$ cat config.mk
export PLATFORM = sky130hd
export DESIGN_NAME = load_store_unit_flat
export DESIGN_NICKNAME = d
export VERILOG_FILES = /design/src/rtl/lsu_pkg.sv /design/src/rtl/lsu_if.sv /design/src/rtl/lsu_lane.sv /design/src/rtl/load_store_unit.sv /design/src/flat_wrapper.sv
export SDC_FILE = /design/constraint.sdc
export NUM_CORES = 1
export LEC_CHECK = 0
export BUFFER_PORTS_ARGS = -buffer_cell sky130_fd_sc_hd__buf_2
export CORE_MARGIN = 1
export CORE_UTILIZATION = 35
export DETAILED_ROUTE_END_ITERATION = 10
export HOLD_SLACK_MARGIN = 0.03
export SLEW_MARGIN = 20
export SYNTH_ARGS = -nofsm -noshare
export SYNTH_HDL_FRONTEND = slang
export SYNTH_HIERARCHICAL = 1
export SYNTH_SLANG_ARGS = --single-unit
$ cat constraint.sdc
create_clock -name clk -period 4.4 [get_ports clk]
set_clock_uncertainty 0.1 [all_clocks]
set_input_delay 0.44 -clock clk [delete_from_list [all_inputs] [get_ports clk]]
set_output_delay 0.44 -clock clk [all_outputs]
set_load 0.01 [all_outputs]
$ cat src/rtl/lsu_pkg.sv
// lsu_pkg: shared definitions for the load/store unit.
//   SZ_BYTE/SZ_HALF/SZ_WORD : access-size encodings (2'b11 behaves as word)
//   lsu_state_t             : controller state encoding
//   DM_WORD_BYTES           : bytes per data-memory word
//   is_sub_word()           : 1 for byte/halfword accesses
package lsu_pkg;

    localparam int DM_WORD_BYTES = 4;

    localparam logic [1:0] SZ_BYTE = 2'b00;
    localparam logic [1:0] SZ_HALF = 2'b01;
    localparam logic [1:0] SZ_WORD = 2'b10;

    typedef enum logic [1:0] {
        ST_IDLE = 2'd0,
        ST_RD   = 2'd1,
        ST_WR   = 2'd2,
        ST_DONE = 2'd3
    } lsu_state_t;

    function automatic logic is_sub_word(input logic [1:0] sz);
        return (sz == SZ_BYTE) || (sz == SZ_HALF);
    endfunction

endpackage

$ cat src/rtl/lsu_if.sv
// lsu_if: word-only data-memory (DM) bus.
//   Mem_addr   : word-aligned address        (master -> slave)
//   Mem_w_data : write data                  (master -> slave)
//   Mem_w      : write enable, DM commits on the falling clock edge
//   Mem_r      : read enable
//   Mem_r_data : read data, combinational from Mem_addr (slave -> master)
// There is no ready/valid handshake: the DM is single-cycle, so a read
// returns data in the same cycle Mem_r is high and a write completes in
// the cycle Mem_w is high.
interface lsu_if #(
    parameter int ADDR_W = 32
);
    logic [ADDR_W-1:0] Mem_addr;
    logic [31:0]       Mem_w_data;
    logic              Mem_w;
    logic              Mem_r;
    logic [31:0]       Mem_r_data;

    modport master (
        output Mem_addr,
        output Mem_w_data,
        output Mem_w,
        output Mem_r,
        input  Mem_r_data
    );

    modport slave (
        input  Mem_addr,
        input  Mem_w_data,
        input  Mem_w,
        input  Mem_r,
        output Mem_r_data
    );
endinterface

$ cat src/rtl/lsu_lane.sv
// lsu_lane: combinational big-endian lane logic (byte offset 0 = [31:24]).
//   size, offset : access size and byte offset within the word
//   sign_ext     : load extension mode
//   rd_word      : word being read, source for load extraction
//   base_word    : previously read word, base for store merge
//   wdata        : right-aligned store data
//   load_val     : extracted and extended load result
//   merge_val    : word to write back
// Halfwords use offset[1] only; words ignore the offset.
module lsu_lane
    import lsu_pkg::*;
(
    input  logic [1:0]  size,
    input  logic [1:0]  offset,
    input  logic        sign_ext,
    input  logic [31:0] rd_word,
    input  logic [31:0] base_word,
    input  logic [31:0] wdata,
    output logic [31:0] load_val,
    output logic [31:0] merge_val
);

    function automatic logic [31:0] lane_extract(
        input logic [1:0]  sz,
        input logic [1:0]  off,
        input logic        sext,
        input logic [31:0] word
    );
        logic [7:0]  b;
        logic [15:0] h;
        case (sz)
            SZ_BYTE: begin
                case (off)
                    2'd0:    b = word[31:24];
                    2'd1:    b = word[23:16];
                    2'd2:    b = word[15:8];
                    default: b = word[7:0];
                endcase
                return {{24{sext & b[7]}}, b};
            end
            SZ_HALF: begin
                h = off[1] ? word[15:0] : word[31:16];
                return {{16{sext & h[15]}}, h};
            end
            default: return word;
        endcase
    endfunction

    function automatic logic [31:0] lane_merge(
        input logic [1:0]  sz,
        input logic [1:0]  off,
        input logic [31:0] base,
        input logic [31:0] data
    );
        logic [31:0] m;
        m = base;
        case (sz)
            SZ_BYTE: begin
                case (off)
                    2'd0:    m[31:24] = data[7:0];
                    2'd1:    m[23:16] = data[7:0];
                    2'd2:    m[15:8]  = data[7:0];
                    default: m[7:0]   = data[7:0];
                endcase
            end
            SZ_HALF: begin
                if (off[1]) m[15:0]  = data[15:0];
                else        m[31:16] = data[15:0];
            end
            default: m = data;
        endcase
        return m;
    endfunction

    assign load_val  = lane_extract(size, offset, sign_ext, rd_word);
    assign merge_val = lane_merge(size, offset, base_word, wdata);

endmodule

$ cat src/rtl/load_store_unit.sv
// load_store_unit: MEM-stage load/store initiator for a word-only DM.
//   clk, rst   : clock, synchronous active-high reset
//   req        : request strobe, sampled only in IDLE
//   we         : 1 store, 0 load
//   size       : 00 byte, 01 half, 10/11 word
//   sign_ext   : load extension mode
//   addr       : byte address
//   wdata      : right-aligned store data
//   rdata      : last load result, held until the next load completes
//   busy       : high in every state except IDLE
//   done       : one-cycle completion pulse
//   err        : misalignment flag (only with LSU_ALIGN_CHECK_EN)
//   dbg_state  : current controller state
//   mem        : DM bus master
// Sub-word stores are read-modify-write (RD then WR). Optional macro
// LSU_ALIGN_CHECK_EN: misaligned half/word accesses complete immediately
// with err=1 and touch neither rdata nor memory.
module load_store_unit
    import lsu_pkg::*;
#(
    parameter int ADDR_W = 32
) (
    input  logic              clk,
    input  logic              rst,
    input  logic              req,
    input  logic              we,
    input  logic [1:0]        size,
    input  logic              sign_ext,
    input  logic [ADDR_W-1:0] addr,
    input  logic [31:0]       wdata,
    output logic [31:0]       rdata,
    output logic              busy,
    output logic              done,
`ifdef LSU_ALIGN_CHECK_EN
    output logic              err,
`endif
    output lsu_state_t        dbg_state,
    lsu_if.master             mem
);

    lsu_state_t        state, state_nx;
    logic              we_q;
    logic [1:0]        size_q;
    logic              sext_q;
    logic [ADDR_W-1:0] addr_q;
    logic [31:0]       wdata_q;
    logic [31:0]       word_q;
    logic [31:0]       rdata_q;
    logic [31:0]       load_val;
    logic [31:0]       merge_val;
    logic              misaligned;

    logic [ADDR_W-1:0] mem_addr_c;
    logic [31:0]       mem_w_data_c;
    logic              mem_w_c;
    logic              mem_r_c;

`ifdef LSU_ALIGN_CHECK_EN
    logic err_q;
    assign misaligned = ((size == SZ_HALF) && addr[0]) ||
                        (!is_sub_word(size) && (addr[1:0] != 2'b00));
`else
    assign misaligned = 1'b0;
`endif

    lsu_lane u_lane (
        .size      (size_q),
        .offset    (addr_q[1:0]),
        .sign_ext  (sext_q),
        .rd_word   (mem.Mem_r_data),
        .base_word (word_q),
        .wdata     (wdata_q),
        .load_val  (load_val),
        .merge_val (merge_val)
    );

    always_ff @(posedge clk) begin
        if (rst) begin
            state   <= ST_IDLE;
            we_q    <= 1'b0;
            size_q  <= SZ_BYTE;
            sext_q  <= 1'b0;
            addr_q  <= '0;
            wdata_q <= '0;
            word_q  <= '0;
            rdata_q <= '0;
`ifdef LSU_ALIGN_CHECK_EN
            err_q   <= 1'b0;
`endif
        end else begin
            state <= state_nx;
            if (state == ST_IDLE && req) begin
                we_q    <= we;
                size_q  <= size;
                sext_q  <= sign_ext;
                addr_q  <= addr;
                wdata_q <= wdata;
`ifdef LSU_ALIGN_CHECK_EN
                err_q   <= misaligned;
`endif
            end
            if (state == ST_RD) begin
                word_q <= mem.Mem_r_data;
                // Extract straight from the bus: word_q only holds it after this edge.
                if (!we_q) rdata_q <= load_val;
            end
        end
    end

    always_comb begin
        state_nx     = state;
        mem_addr_c   = '0;
        mem_w_data_c = '0;
        mem_w_c      = 1'b0;
        mem_r_c      = 1'b0;
        case (state)
            ST_IDLE: begin
                if (req) begin
                    if (misaligned)                      state_nx = ST_DONE;
                    else if (we && !is_sub_word(size))   state_nx = ST_WR;
                    else                                 state_nx = ST_RD;
                end
            end
            ST_RD: begin
                mem_r_c    = 1'b1;
                mem_addr_c = {addr_q[ADDR_W-1:2], 2'b00};
                state_nx   = we_q ? ST_WR : ST_DONE;
            end
            ST_WR: begin
                // Gated by rst so a reset during WR cannot corrupt DM.
                mem_w_c      = !rst;
                mem_addr_c   = {addr_q[ADDR_W-1:2], 2'b00};
                mem_w_data_c = merge_val;
                state_nx     = ST_DONE;
            end
            default: state_nx = ST_IDLE;
        endcase
    end

    assign mem.Mem_addr   = mem_addr_c;
    assign mem.Mem_w_data = mem_w_data_c;
    assign mem.Mem_w      = mem_w_c;
    assign mem.Mem_r      = mem_r_c;

    assign rdata     = rdata_q;
    assign busy      = (state != ST_IDLE);
    assign done      = (state == ST_DONE);
    assign dbg_state = state;
`ifdef LSU_ALIGN_CHECK_EN
    assign err       = err_q && (state == ST_DONE);
`endif

endmodule

$ cat src/flat_wrapper.sv
// flat-port wrapper written by rule: the top's interface ports become plain ports
module load_store_unit_flat import lsu_pkg::*;
#(
    parameter int ADDR_W = 32
)
  (clk, rst, req, we, size, sign_ext, addr, wdata, rdata, busy, done, dbg_state, mem_Mem_addr, mem_Mem_w_data, mem_Mem_w, mem_Mem_r, mem_Mem_r_data);
  lsu_if #(.ADDR_W(ADDR_W)) mem_i ();
  input  logic clk;
  input  logic rst;
  input  logic req;
  input  logic we;
  input  logic [1:0] size;
  input  logic sign_ext;
  input  logic [ADDR_W-1:0] addr;
  input  logic [31:0] wdata;
  output logic [31:0] rdata;
  output logic busy;
  output logic done;
  output lsu_state_t dbg_state;
  output wire logic [$bits(mem_i.Mem_addr)-1:0] mem_Mem_addr;
  output wire logic [$bits(mem_i.Mem_w_data)-1:0] mem_Mem_w_data;
  output wire logic [$bits(mem_i.Mem_w)-1:0] mem_Mem_w;
  output wire logic [$bits(mem_i.Mem_r)-1:0] mem_Mem_r;
  input wire logic [$bits(mem_i.Mem_r_data)-1:0] mem_Mem_r_data;
  assign mem_Mem_addr = mem_i.Mem_addr;
  assign mem_Mem_w_data = mem_i.Mem_w_data;
  assign mem_Mem_w = mem_i.Mem_w;
  assign mem_Mem_r = mem_i.Mem_r;
  assign mem_i.Mem_r_data = mem_Mem_r_data;
  load_store_unit #(.ADDR_W(ADDR_W)) u_core (.clk(clk), .rst(rst), .req(req), .we(we), .size(size), .sign_ext(sign_ext), .addr(addr), .wdata(wdata), .rdata(rdata), .busy(busy), .done(done), .dbg_state(dbg_state), .mem(mem_i));
endmodule
==> run_results.csv <==
group,metric,value,unit
run_status,status,"finished, final reports clean",
finish,diodes,0,
clock_network,root_buffer,"clkbuf_16",
yosys,synth_common_cells,"nand2_1 (278), dfxtp_1 (134), a21oi_1 (99)",
clock_network,clock_path_buffers,2,
critical_path,worstSetupStartpointType,"flip-flop",
yosys,syn_inst,862,
yosys,synth_xor_area_share,0,%
yosys,synthAdderAreaFrac,0.9386,%
flow_run,maxCapViolCount,0,
clock_network,clock_latency,0.43,ns
yosys,avgSynthCellArea,7.732,sq um
floorplanning,placementRows,50,
timing,rsz0062_at_grt,"false",
drt,wirelength_met1,9682,microns
place,port_buffers,202,
power,pwr-share-comb,32.8,%
critical_path,cp-end-kind,"output pin",
power,power.internal,3.063,mW
finish,nets,1129,
yosys,yosys.area.top_type,"dfxtp_1",
drt,ant_nets,0,
place,hpwl,14670,microns
clock_network,post_cts_buffers,0,
clock_network,h-tree-depth,4,
timing,setup_violations,0,
clock_network,ctsResizeCount,0,
power,ir_drop,0.4287,mV
critical_path,reg2reg_from,"u_core/addr_q[1]$_SDFFE_PP0P_",
yosys,yosys_warnings,6,
global_route,grt_start_max_net_pins,61,
floorplanning,start_util,35.63,%
global_route,overflow,0,
clock_network,cts_made_buffers,17,
drt,drt_iter0_drc,301,
timing,slew_headroom,32.33,%
critical_path,regToRegSetupSlack,1.92,ns
yosys,synth_simple_gate_area_share,26.53,%
critical_path,worstSetupEndpoint,"mem_Mem_w_data[25]",
yosys,synthArstFlopShare,0,%
finish,drive_gt1_share,26.62,%
critical_path,critPathRequiredTime,3.86,ns
critical_path,cp.arrival,2.66,ns
clock_network,clk_pin_slew,0.06,ns
timing,fin_hold_ws,0.1451,ns
critical_path,critical_path_class,"reg -> out",
floorplanning,num_io_pins,205,
clock_network,cts_tree,"done",
critical_path,critical_path.max_fanout,25,
floorplanning,die_area,0.01960,sq mm
drt,drt-pass1-iter-count,5,
finish,fillers,1984,
clock_network,clock-sinks,134,
drt,dr_wl_met2,9438,microns
power,swShare,36.22,%
yosys,synth_edf_count,0,
drt,topRoutingLayerUsed,"met5",
floorplanning,core,0.01871,sq mm
yosys,yosysMostFrequentCell,"nand2_1",
timing,setup_tns,0,ns
yosys,synth-compound-area-share,17.18,%
finish,seq_area,0.002684,sq mm
timing,timing.fmax,312.2,MHz
timing,tightest_slew,1.015,ns
power,switchingPower,1.740,mW
min_path,hp-class,"in -> reg",
finish,syn_to_final_growth,24.89,%
drt,drc_errors,0,
power,p_total,4.803,mW
yosys,synth_area,0.006665,sq mm
power,p_clk_share,33.1,%
timing,finalHoldViolCount,0,
timing,slew_violations,0,
drt,num_vias,6320,
min_path,hold_depth,3,
timing,post-route-period-util,72.80,%
place,routabilityCongestion,0.9165,
yosys,yosys-top-cells-area,"dfxtp_1 (40%), nand2_1 (16%), a21oi_1 (7.4%), mux2i_1 (7.1%), and2_1 (6.0%)",
drt,wl_met3,1531,microns
timing,min_period,3.203,ns
yosys,synthMuxAreaShare,8.917,%
critical_path,crit_path_start,"u_core/size_q[0]$_SDFFE_PP0P_",
global_route,grt_pass1_vias,5867,
critical_path,rr_endpoint,"u_core/rdata[24]$_SDFFE_PP0P_",
drt,avgRoutedWirePerCell,16.50,microns
global_route,track_usage,21.53,%
yosys,synth_top_family_by_area,"simple AND/OR/NAND/NOR gates",
power,cellPowerDensity,576.9,mW/mm^2
yosys,ys.flop_type,"dfxtp_1",
global_route,grt_pass1_wl,32600,microns
clock_network,cts_hold_buffers,0,
global_route,antenna_found_initial,1,
drt,drt_wl_total,20900,microns
critical_path,reg2reg_depth,7,
yosys,synth_cell_types,44,
yosys,synth_top_area_share,40.25,%
drt,vias_per_cell,4.988,
floorplanning,fp.dieH,140.0,microns
yosys,synth-seq-cells,134,
finish,multi_input_comb_area,0.003591,sq mm
power,power.leakage,3.687,nW
power,pwr-share-seq,34.1,%
floorplanning,dieWidth,140.0,microns
yosys,ys_seq_area_share,40.25,%
sequential cells by signal (all words and copies together), names as in the netlist:
| register | flops |
|---|---|
| u_core/size_q | 2 |
| u_core/addr_q | 32 |
| u_core/dbg_state | 2 |
| u_core/wdata_q | 32 |
| u_core/we_q | 1 |
| u_core/word_q | 32 |
| u_core/rdata | 32 |
| u_core/sext_q | 1 |
how the worst min path moves through the flow:
stage,startpoint,slack [ns],endpoint
5_1_grt,addr[18],0.14,u_core/addr_q[18]$_SDFFE_PP0P_
4_1_cts,addr[20],0.14,u_core/addr_q[20]$_SDFFE_PP0P_
2_1_floorplan,u_core/addr_q[12]$_SDFFE_PP0P_,0.33,u_core/addr_q[12]$_SDFFE_PP0P_
3_3_place_gp,u_core/addr_q[2]$_SDFFE_PP0P_,0.34,u_core/addr_q[2]$_SDFFE_PP0P_
3_5_place_dp,u_core/addr_q[15]$_SDFFE_PP0P_,0.34,u_core/addr_q[15]$_SDFFE_PP0P_
6_report,addr[20],0.15,u_core/addr_q[20]$_SDFFE_PP0P_
cells in the final DEF, fill, tap and decap left out, drive strengths merged:
master    count
clkinv        4
nor4b         2
o21ai        18
mux2i        47
or2           1
nand2       278
nor3          6
nand3b        1
a21oi       111
nor2b         4
a22o          2
a21o          1
mux2          9
o211ai        6
or3b          1
clkinvlp      3
nand3         1
dfxtp       134
a22oi        20
o32ai         2
nor2         41
a31oi         1
conb          2
and2         64
inv           6
clkbuf       19
o22ai         1
mux4          1
or2b          1
a211oi        1
ha            5
buf         211
bufinv        5
o22a         21
nand2b        3
power groups by stage:
stage               Clock (mW)  Combinational, mW  Sequential, mW
floorplan                    0               1.22            1.57
global placement             0               1.58            1.65
detailed placement           0               1.58            1.66
CTS                       1.61               1.59            1.63
global route              1.66               1.76            1.67
finish                    1.59               1.58            1.64
cells by family after synthesis:
family / after synthesis
other: 1
DFF: 134
and+or+nand+nor: 403
AOI/OAI and AO/OA: 184
buffers and inverters: 78
muxes: 57
adders and majority gates: 5
final cells by class:
cell class / instances / share of cell area, %
clock buffer: 19 / 5.441
clock inverter: 12 / 2.405
inverter: 6 / 0.2706
sequential: 134 / 32.24
multi-input combinational: 651 / 43.14
tap: 234 / 3.517
timing repair buffer: 211 / 12.99
per-layer routing:
layer | GRT usage [%] | up-vias
met1 | 28.91 | 2882
met2 | 33.82 | 246
li1 | - | 3172
met4 | 5.957 | 2
met3 | 5.812 | 18
met5 | 0 | -
through the flow:
| step | instances | cell area (sq um) | worst slack [ns] | util (%) |
|---|---|---|---|---|
| 6_report | 1267 | 8324 | 1.197 | 44.50 |
| 3_3_place_gp | 1236 | 7666 | 1.706 | 40.98 |
| 2_1_floorplan | 863 | 6669 | 2.455 | - |
| 5_1_grt | 1267 | 8324 | 0.9873 | 44.50 |
| 3_5_place_dp | 1236 | 7666 | 1.633 | 40.98 |
| 4_1_cts | 1267 | 8319 | 1.186 | 44.47 |
worst max-delay path: stages, from the launching register on:
cell	delay, ns
dfxtp_1	0.95
nor2b_1	0.60
a22oi_1	0.14
o21ai_1	0.12
mux2_2	0.16
and2_1	0.14
buf_2	0.14
Power figures use the tool's default switching activity.
